### config.mk
export PLATFORM = sky130hd
export DESIGN_NAME = unit3_1_fixed
export DESIGN_NICKNAME = d
export VERILOG_FILES = /design/src/rtl/unit3_1_pkg.sv /design/src/rtl/bcd_add3.sv /design/src/rtl/unit3_1_fixed.sv
export SDC_FILE = /design/constraint.sdc
export NUM_CORES = 1
export LEC_CHECK = 0
export BUFFER_PORTS_ARGS = -buffer_cell sky130_fd_sc_hd__buf_2
export CAP_MARGIN = 20
export CORE_MARGIN = 1
export CORE_UTILIZATION = 45
export CTS_CLUSTER_SIZE = 10
export DETAILED_ROUTE_END_ITERATION = 10
export PLACE_DENSITY = 0.76
export SLEW_MARGIN = 20
export SYNTH_ARGS = -nofsm -noshare
export SYNTH_HDL_FRONTEND = slang
export SYNTH_SLANG_ARGS = --single-unit
### constraint.sdc
create_clock -name clk -period 2.3 [get_ports clk]
set_input_delay 0.46 -clock clk [delete_from_list [all_inputs] [get_ports clk]]
set_output_delay 0.46 -clock clk [all_outputs]
set_load 0.01 [all_outputs]
### src/rtl/unit3_1_pkg.sv
// Shared types and constants for the sequential binary-to-BCD converter.
package unit3_1_pkg;

  typedef enum logic [1:0] {
    IDLE  = 2'd0,
    SHIFT = 2'd1,
    DONE  = 2'd2
  } state_t;

  localparam int          DIGIT_W = 4;
  localparam logic [3:0]  ADD3_TH = 4'd5;

endpackage

### src/rtl/bcd_add3.sv
// One double-dabble correction cell: a BCD digit of 5 or more gets 3 added
// so that the following left shift carries correctly into the next digit.
module bcd_add3
  import unit3_1_pkg::*;
(
  input  logic [DIGIT_W-1:0] d_i,
  output logic [DIGIT_W-1:0] d_o
);

  always_comb begin
    d_o = d_i;
    if (d_i >= ADD3_TH) d_o = d_i + 4'd3;
  end

endmodule

### src/rtl/unit3_1_fixed.sv
// Sequential binary-to-BCD converter, one input bit per clock, MSB first.
// Define UNIT3_1_RESTART_EN to let convierte restart a conversion in SHIFT.
//
// Handshake: convierte is accepted only on a rising edge where listo=1
// (state IDLE); fin pulses for one cycle when the new digits are on the
// outputs, and the digits then hold until the next completion.
module unit3_1_fixed
  import unit3_1_pkg::*;
#(
  parameter int N = 9
) (
  input  logic         clk,
  input  logic         rst,
  input  logic         convierte,
  input  logic [N-1:0] IN,
  output logic [3:0]   Rcentenas,
  output logic [3:0]   Rdecenas,
  output logic [3:0]   Runidades,
  output logic         fin,
  output logic         listo,
  output logic [1:0]   state_o
);

  localparam int BCD_W = 3 * DIGIT_W;

  state_t             state_q, state_d;
  logic [BCD_W-1:0]   bcd_q, bcd_d, bcd_adj;
  logic [N-1:0]       bits_q, bits_d;
  logic [3:0]         cnt_q, cnt_d;
  logic [BCD_W-1:0]   res_q, res_d;
  logic [BCD_W+N-1:0] shifted;
  logic               restart;
  logic               load;

  for (genvar g = 0; g < 3; g++) begin : g_digit
    bcd_add3 u_add3 (
      .d_i (bcd_q[g*DIGIT_W +: DIGIT_W]),
      .d_o (bcd_adj[g*DIGIT_W +: DIGIT_W])
    );
  end

  assign shifted = {bcd_adj, bits_q} << 1;

`ifdef UNIT3_1_RESTART_EN
  assign restart = (state_q == SHIFT) && convierte;
`else
  assign restart = 1'b0;
`endif

  assign load = ((state_q == IDLE) && convierte) || restart;

  always_ff @(posedge clk or negedge rst) begin
    if (!rst) begin
      state_q <= IDLE;
      bcd_q   <= '0;
      bits_q  <= '0;
      cnt_q   <= '0;
      res_q   <= '0;
    end else begin
      state_q <= state_d;
      bcd_q   <= bcd_d;
      bits_q  <= bits_d;
      cnt_q   <= cnt_d;
      res_q   <= res_d;
    end
  end

  // The counter reaching 0 means all N shifts are done; that SHIFT cycle
  // only hands the finished digits over to the result register.
  always_comb begin
    state_d = state_q;
    case (state_q)
      IDLE:    if (convierte) state_d = SHIFT;
      SHIFT:   if (!restart && (cnt_q == 4'd0)) state_d = DONE;
      DONE:    state_d = IDLE;
      default: state_d = IDLE;
    endcase
  end

  always_comb begin
    bcd_d  = bcd_q;
    bits_d = bits_q;
    cnt_d  = cnt_q;
    res_d  = res_q;
    if (load) begin
      bits_d = IN;
      bcd_d  = '0;
      cnt_d  = 4'(N);
    end else if ((state_q == SHIFT) && (cnt_q != 4'd0)) begin
      bcd_d  = shifted[BCD_W+N-1:N];
      bits_d = shifted[N-1:0];
      cnt_d  = cnt_q - 4'd1;
    end
    if ((state_q == SHIFT) && !restart && (cnt_q == 4'd0)) res_d = bcd_q;
  end

  always_comb begin
    fin   = (state_q == DONE);
    listo = (state_q == IDLE);
  end

  assign state_o   = state_q;
  assign Rcentenas = res_q[11:8];
  assign Rdecenas  = res_q[7:4];
  assign Runidades = res_q[3:0];

endmodule

* After elaboration in Yosys (flattened, before gate mapping) *
Cells that the tools add are included.

storage, ports and cells
  logic and storage cells = 36
  register bits after elaboration = 39

operators by class
  $add $sub $neg = 4
  magnitude comparators = 3
  reduce and logical (&&, ||, !) cells = 8
  muxes and demuxes = 12
  equality and inequality tests = 4

operators by type and width
  cell                                                                count
  2-to-1 mux 12 bit                                                   2
  2-to-1 mux 9 bit                                                    2
  2-to-1 mux 4 bit                                                    4
  greater-or-equal comparator 4 x 3 -> 1 bit (second input constant)  3
  adder 4 x 2 -> 4 bit (second input constant)                        2
  logical NOT 4 bit                                                   1
  2-to-1 mux 2 bit                                                    2
  != test 2 bit (second input constant)                               2
  case mux 2 bit (2 select lines)                                     1
  nonzero test 4 bit                                                  1
  subtractor 4 x 1 -> 4 bit (second input constant)                   1
  adder 3 x 2 -> 3 bit (second input constant)                        1
  logical AND 1 bit                                                   3
  2-to-1 mux 3 bit                                                    1
  equality test 2 x 1 -> 1 bit (second input constant)                1
  equality test 2 bit (second input constant)                         1
  logical NOT 2 bit                                                   1
  AND reduction 2 bit                                                 1
  nonzero test 2 bit                                                  1

* Longest topological paths before layout *
Gate-level depths: netlist of the first run.

  depth in word-level cells = 4
  gate-level depth with buffers = 8
  gate-level depth less buffers = 6

* Modules after synthesis *
A second synthesis of the first run with hierarchy kept.

second synthesis, totals
  cell total of the unflattened synthesis = 194
  area total of the unflattened synthesis = 1,961.9 µm²

by module, submodules not included
  module         cells each  area each (µm²)  instances  seq. area each (µm²)
  unit3_1_fixed  146         1,657.8          1          975.9
  bcd_add3       16          101.3            3          0.0

* Worst setup path before layout of the first run *
No wires, ideal clock.

  path type = register to register
  from = reg cnt_q[0]
  to = reg res_q[10]
  stages on the path, launching flop included = 7
  setup slack = 652 ps
  data arrival time = 1,522 ps
  period minus slack after synthesis = 1,648 ps
  cell sequence = dfrtp_1 inv_1 ha_1 or3b_4 nand2b_4 buf_6 mux2_4

on the way
  longest elaborated chain between the ends = 2

ends and longest elaborated chain
  what                      line                 RTL
  start: declaration        unit3_1_fixed.sv:29  logic [3:0] cnt_q, cnt_d;
  start signal: assignment  unit3_1_fixed.sv:63  cnt_q <= cnt_d;
  logical NOT 4 bit         unit3_1_fixed.sv:94  if ((state_q == SHIFT) && !restart && (cnt_q == 4'd0)) res_d = bcd_q;
  logical AND 1 bit         unit3_1_fixed.sv:94
  end signal: assignment    unit3_1_fixed.sv:64  res_q <= res_d;
  end: declaration          unit3_1_fixed.sv:30  logic [BCD_W-1:0] res_q, res_d;

No other way between the ends.
A chain may end at the register's enable or synchronous reset.

* Worst setup path after layout of the first run *
  from = reg cnt_q[0]
  to = reg cnt_q[3]

on the way
  longest elaborated chain between the ends = 3

ends and longest elaborated chain
  what                                                                    line                                      RTL
  subtractor 4 x 1 -> 4 bit / nonzero test 4 bit (equally long branches)  unit3_1_fixed.sv:92, unit3_1_fixed.sv:89
  2-to-1 mux 4 bit / logical AND 1 bit (equally long branches)            unit3_1_fixed.sv:89                       end else if ((state_q == SHIFT) && (cnt_q != 4'd0)) begin
  2-to-1 mux 4 bit / nonzero test 2 bit (equally long branches)           -

Several ways; a longest one is shown, not always the timed one. The select of a mux whose other input is x is not followed.

==> impl_metrics.ini, run 1 <==
[synth]
yosysWarnings = 0
synth.cell_area_sq_mm = 0.001881
synth_seq_cells = 39
synth-edff-count = 0
syn_area_per_cell_sq_um = 10.11
synthesis.nets = 205
async_flop_share_pct = 100.0
synth_seq_area_share_pct = 51.90
syn-instance-count = 186
synth_cell_types = 28
synth_ff_type = dfrtp_1

[routing]
first_pass_iters = 8
drtIter0Drc = 56
antenna_left = 0
vias = 1341
via_per_inst = 5.099
drc = 2
wire_per_inst_um = 12.43
drt_wl_total_um = 3269

[sta]
tightest_slew_ns = 0.8414
finalSetupTns_ns = 0
hold_violations = 0
skew_ns = 0.004830
grt_setup_unrepaired = no
fmax_ghz = 0.5368
slew_headroom_pct = 43.91
period_minus_slack_ns = 1.863
slew_violations = 0
setup_violations = 0
post-route-period-util_pct = 80.99

[cts]
insertion_delay_ns = 0.29
cts_max_path_buffers = 2
root_buffer = clkbuf_8
postCtsHoldBufs = 0
htree_levels = 2
clk_pin_slew_ns = 0.07
clock_sinks = 39
postCtsSetupBuffers = 0
cts_tree = yes
ctsResizeCount = 0
cts_buffers = 5

[worst_hold_path]
hp-class = input port to asynchronous set/reset pin

[final_layout]
drive_gt1_share_pct = 24.88
fin_util_pct = 53.14
finalNetCount = 231
antenna_cells = 0
area_delta_synth_final_pct = 13.04

[floorplanning]
die_y_um = 66.65
core_area_sq_mm = 0.004000
io_pins = 28
die_width_um = 66.65
initial_core_util_pct = 47.01
dieArea_sq_mm = 0.004442
rows = 23

[pwr]
p_per_area_mw_per_mm2 = 1403
power_leakage_nw = 1.059
vdd_drop_max_v = 0.0006235

[worst_setup_path]
reg2reg_depth = 6
crit_type = flip-flop to flip-flop
startpoint = cnt_q[0]
start_kind = flip-flop
crit_end = cnt_q[3]
timing.rr.end = cnt_q[3]
r2r_start = cnt_q[0]
cp_max_fo = 20
crit_path_end_kind = flip-flop
crit_slowest_cell = dfrtp_1
cp.arrival_ns = 2.01
cp_data_required_time_ns = 2.45
r2r_slack_ns = 0.44
cp_cell_sequence = inv_1 > ha_1 > or3b_4 > and2_1 > a211oi_1 > a31oi_1
slowest_delay_ns = 0.40

[global_route]
grt_pass1_wl_um = 5526
gr-total-overflow = 0
grt_util_all_layers_pct = 17.22
grt_max_degree = 40
grt_antenna_before_repair = 0
first_global_vias = 1247

[outcome]
status = finished with violations
failed_checks = DRC

[placed_design]
routabilityCongestion = 0.7399
dp_hpwl_um = 2200
portBuffers = 27

[run]
max_cap_viol_count = 0
==> power by group <==
group / internal [mW] / total [mW] / switching, mW
clock network: 0.274 / 0.508 / 0.234
registers: 0.985 / 1.19 / 0.200
logic: 0.559 / 1.29 / 0.731
total: 1.82 / 2.98 / 1.17
==> synth_stat cells, types with 2 or more instances <==
cell type   n  area (sq um)
nor2_1      5         18.77
o21ai_2     6         52.55
o21ai_0    14         70.07
ha_1        7         87.58
buf_6       3         33.78
nand2_1    30         112.6
a21oi_1    13         65.06
mux2_2      3         33.78
nand2b_1    3         18.77
clkbuf_1    3         11.26
nand3_1    25         125.1
dfrtp_1    39         975.9
mux2_4      6         90.09
inv_1       9         33.78
buf_2       3         15.01
nor3b_1     2         15.01
xnor2_1     4         35.03
==> metal layers <==
layer,global-route usage [%],share of wire (%)
met5,0,0
met4,8.777,2.0
met1,21.92,49
met3,6.164,4.4
met2,25.51,45
==> registers in the layout, summed over array words and instances (netlist names) <==
signal	cells
cnt_q	4
res_q	12
bits_q	9
state_o	2
bcd_q	12
==> cell type report <==
cell class	instances	area [sq um]
Clock buffer	8	100.1
Tap cell	50	62.56
Sequential cell	39	975.9
Multi-Input combinational cell	129	810.8
Inverter	9	33.78
Fill cell	391	1874
Timing Repair Buffer	28	142.6
==> layout by cell type (no fill, tap or decap) <==
cell,instances
mux2i_1,1
nand2b_4,1
nor3_1,1
clkbuf_1,1
nor2_1,5
inv_1,9
and2b_1,1
buf_2,27
or3b_4,1
and2_0,1
a21oi_1,13
nand2_2,1
xnor2_1,4
and2_1,1
mux2_4,6
buf_4,1
o21ai_2,6
o21ai_0,14
clkbuf_8,7
mux2_2,3
nor3b_1,2
ha_1,7
a31oi_1,1
nand3_1,25
nor2b_1,1
nand2b_1,3
nand2_1,30
dfrtp_1,39
a211oi_1,1
==> worst min path at each step <==
| stage | startpoint | endpoint | slack, ns | cells after the start |
|---|---|---|---|---|
| global placement | res_q[1] | res_q[1] | 0.46 | 2 |
| detailed placement | res_q[5] | res_q[5] | 0.46 | 2 |
| finish | rst | bits_q[4] | 0.27 | 1 |
| CTS | rst | bcd_q[10] | 0.29 | 1 |
| floorplan | rst | bcd_q[0] | 0.16 | 0 |
| global route | rst | bcd_q[10] | 0.35 | 1 |
==> through the flow <==
step | cell area [sq um] | std cells | power (mW) | hold slack, ns | setup WS, ns
6_report | 2126 | 263 | 2.982 | 0.2690 | 0.4372
3_5_place_dp | 2026 | 255 | 2.504 | 0.4645 | 0.4419
4_1_cts | 2126 | 263 | 3.019 | 0.2925 | 0.4285
5_1_grt | 2126 | 263 | 3.251 | 0.3477 | 0.2803
3_3_place_gp | 2026 | 255 | 2.436 | 0.4554 | 0.4832
2_1_floorplan | 1881 | 186 | 2.207 | 0.1644 | 0.6525
==> cells by family (layout without fill, tap and decap cells) <==
kind of cell	after synthesis	after routing	synth area share, %
simple gates	73	73	18.76
mux	10	10	7.119
flops	39	39	51.90
xor+xnor	4	4	1.863
buf+inv	18	45	4.989
fa+ha+maj	7	7	4.657
compound gates	35	35	10.71
==> worst max-delay path: cells and delay by family, from the launching register on <==
| family | cells | cell delay, ns |
|---|---|---|
| AOI/OAI and AO/OA | 2 | 0.35 |
| and+or+nand+nor | 2 | 0.75 |
| DFF | 1 | 0.40 |
| adders and majority gates | 1 | 0.15 |
| buffers and inverters | 1 | 0.06 |
(Power assumes the default switching activity.)
==> run 2: changes to the inputs <==
--- a/config.mk
+++ b/config.mk
@@ -11,7 +11,7 @@
 export CORE_UTILIZATION = 45
 export CTS_CLUSTER_SIZE = 10
 export DETAILED_ROUTE_END_ITERATION = 10
-export PLACE_DENSITY = 0.76
+export PLACE_DENSITY = 0.79
 export SLEW_MARGIN = 20
 export SYNTH_ARGS = -nofsm -noshare
 export SYNTH_HDL_FRONTEND = slang
==> constraint.sdc (replaced) <==
create_clock -name clk -period 1.6 [get_ports clk]
set_input_delay 0.32 -clock clk [delete_from_list [all_inputs] [get_ports clk]]
set_output_delay 0.32 -clock clk [all_outputs]
set_load 0.01 [all_outputs]
==> run 2 against run 1 <==
  * Fmax is 12% higher
  * The flow finishes with violations (setup timing)
  * Sequential cell count stayed put
  * Register-to-register slack worse by 0.51 ns
==> impl_metrics.ini, run 2 (same netlist as run 1, synthesis figures left out) <==
[outcome]
status = finished with violations
failed_checks = setup timing

[sta]
post-route-period-util_pct = 104.3
setup_slack_ns = -0.06944
tightest_slew_ns = 0.4495
setup_violations = 27
slew_violations = 0
period_minus_slack_ns = 1.669
slew_headroom_pct = 70.03
skew_ns = 0.004972
grt_setup_unrepaired = yes
fmax_ghz = 0.5990
fin_worst_hold_slack_ns = 0.2186
hold_violations = 0

[worst_setup_path]
cp_data_required_time_ns = 1.78
r2r_slack_ns = -0.07
crit_slowest_cell = dfrtp_1
startpoint = cnt_q[0]
critPathTopFamily = simple AND/OR/NAND/NOR gates
cp.arrival_ns = 1.85
worstSetupPathDepth = 5
r2r_start = cnt_q[0]
slowest_delay_ns = 0.40
cp_cell_sequence = inv_2 > ha_4 > or3b_4 > nand2b_4 > mux2_4
crit_buf_inv = 1
crit_type = flip-flop to flip-flop
reg2reg_depth = 5
crit_path_end_kind = flip-flop
timing.rr.end = res_q[11]
start_kind = flip-flop
crit_end = res_q[11]
cp_max_fo = 12

[pwr]
switching_share_pct = 37.22
p_clk_share_pct = 15.8
p_seq_share_pct = 32.5
p_per_area_mw_per_mm2 = 2159
switchingPower_mw = 1.986
power_leakage_nw = 1.233
internal-power_mw = 3.350
vdd_drop_max_v = 0.001009
power_frac_comb_pct = 51.8
power_mw = 5.337

[global_route]
gr-total-overflow = 0
grt_util_all_layers_pct = 18.65
grt_antenna_before_repair = 0
first_global_vias = 1391
grt_max_degree = 22
grt_pass1_wl_um = 6058

[final_layout]
top_regs = bcd_q x12, res_q x12, bits_q x9
final_common_cell = dfrtp_1
drive_gt1_share_pct = 38.24
layout_common_cells = 39 x dfrtp_1, 29 x nand2_1, 27 x buf_2, 25 x nand3_1, 18 x buf_4
area_delta_synth_final_pct = 31.47
finalNetCount = 256
fill_cells = 329
antenna_cells = 0

[cts]
cts_max_path_buffers = 2
cts_tree = yes
clock_sinks = 39
cts_buffers = 5
insertion_delay_ns = 0.29
root_buffer = clkbuf_8
htree_levels = 2
clk_pin_slew_ns = 0.07

[floorplanning]
die_width_um = 66.65
die_y_um = 66.65
core_area_sq_mm = 0.004000
dieArea_sq_mm = 0.004442
rows = 23
io_pins = 28
initial_core_util_pct = 47.01

[routing]
drtIter0Drc = 95
antenna_left = 0
first_pass_iters = 4
drc = 0
wire_per_inst_um = 13.42
drt_wl_total_um = 3864
via_per_inst = 5.236
vias = 1508

[worst_hold_path]
hp-class = input port to flip-flop
worstHoldStart = IN[0]

[placed_design]
routabilityCongestion = 0.7845
dp_hpwl_um = 2430
portBuffers = 27

[run]
max_cap_viol_count = 0
run 2: layer usage:
| metal | vias up | GRT usage, % | routed length (um) |
|---|---|---|---|
| li1 | 732 | - | - |
| met1 | 740 | 21.62 | 1719 |
| met2 | 30 | 31.94 | 1956 |
| met3 | 6 | 5.651 | 118 |
| met4 | 0 | 7.181 | 69 |
| met5 | - | 0 | 0 |
run 2: repair_timing:
action,CTS,global route
resized for setup,2,26
cloned,0,2
pin swaps,0,5
hold endpoints to repair,18,0
buffers inserted,3,1
endpoints found under the setup margin,28,37
hold buffers,1,0
run 2: power groups by stage:
stage	logic (mW)	registers, mW	clock network (mW)
6_report	2.76	1.73	0.841
5_1_grt	3.06	1.79	0.902
4_1_cts	2.34	1.72	0.851
3_5_place_dp	2.30	1.73	0
3_3_place_gp	2.22	1.70	0
2_1_floorplan	1.45	1.73	0
run 2: stage by stage:
step / utilization (%) / TNS, ns / cell area (sq um) / std cells / setup WS, ns
global placement: 55.08 / -0.2548 / 2203 / 273 / -0.03724
CTS: 58.93 / -1.047 / 2357 / 285 / -0.07347
global route: 61.81 / -3.818 / 2472 / 288 / -0.1663
floorplan: - / -0.3163 / 1886 / 186 / -0.04754
detailed placement: 55.08 / -0.7367 / 2203 / 273 / -0.07732
finish: 61.81 / -0.8960 / 2472 / 288 / -0.06944
run 2: worst min-delay path by stage:
stage / endpoint / slack [ns] / depth (start not counted)
final: bits_q[0] / 0.22 / 3
after global routing: bits_q[0] / 0.22 / 3
after CTS: bits_q[0] / 0.21 / 3
after detailed placement: bits_q[4] / 0.29 / 1
after global placement: bits_q[5] / 0.29 / 1
after floorplan: bcd_q[0] / 0.02 / 0
run 2: cell type report:
type	count	area, sq um	area share, %
well taps	50	62.56	2.530
clock inverters	2	35.03	1.417
repair buffers	53	416.7	16.85
multi-input cells	129	865.8	35.02
flip-flops and latches	39	975.9	39.47
clock buffers	6	82.58	3.340
inverters	9	33.78	1.366
run 2: worst min-delay path: cells and delay by family:
family | cells | cell delay [ns]
buf+inv | 1 | 0.07
simple gates | 2 | 0.09
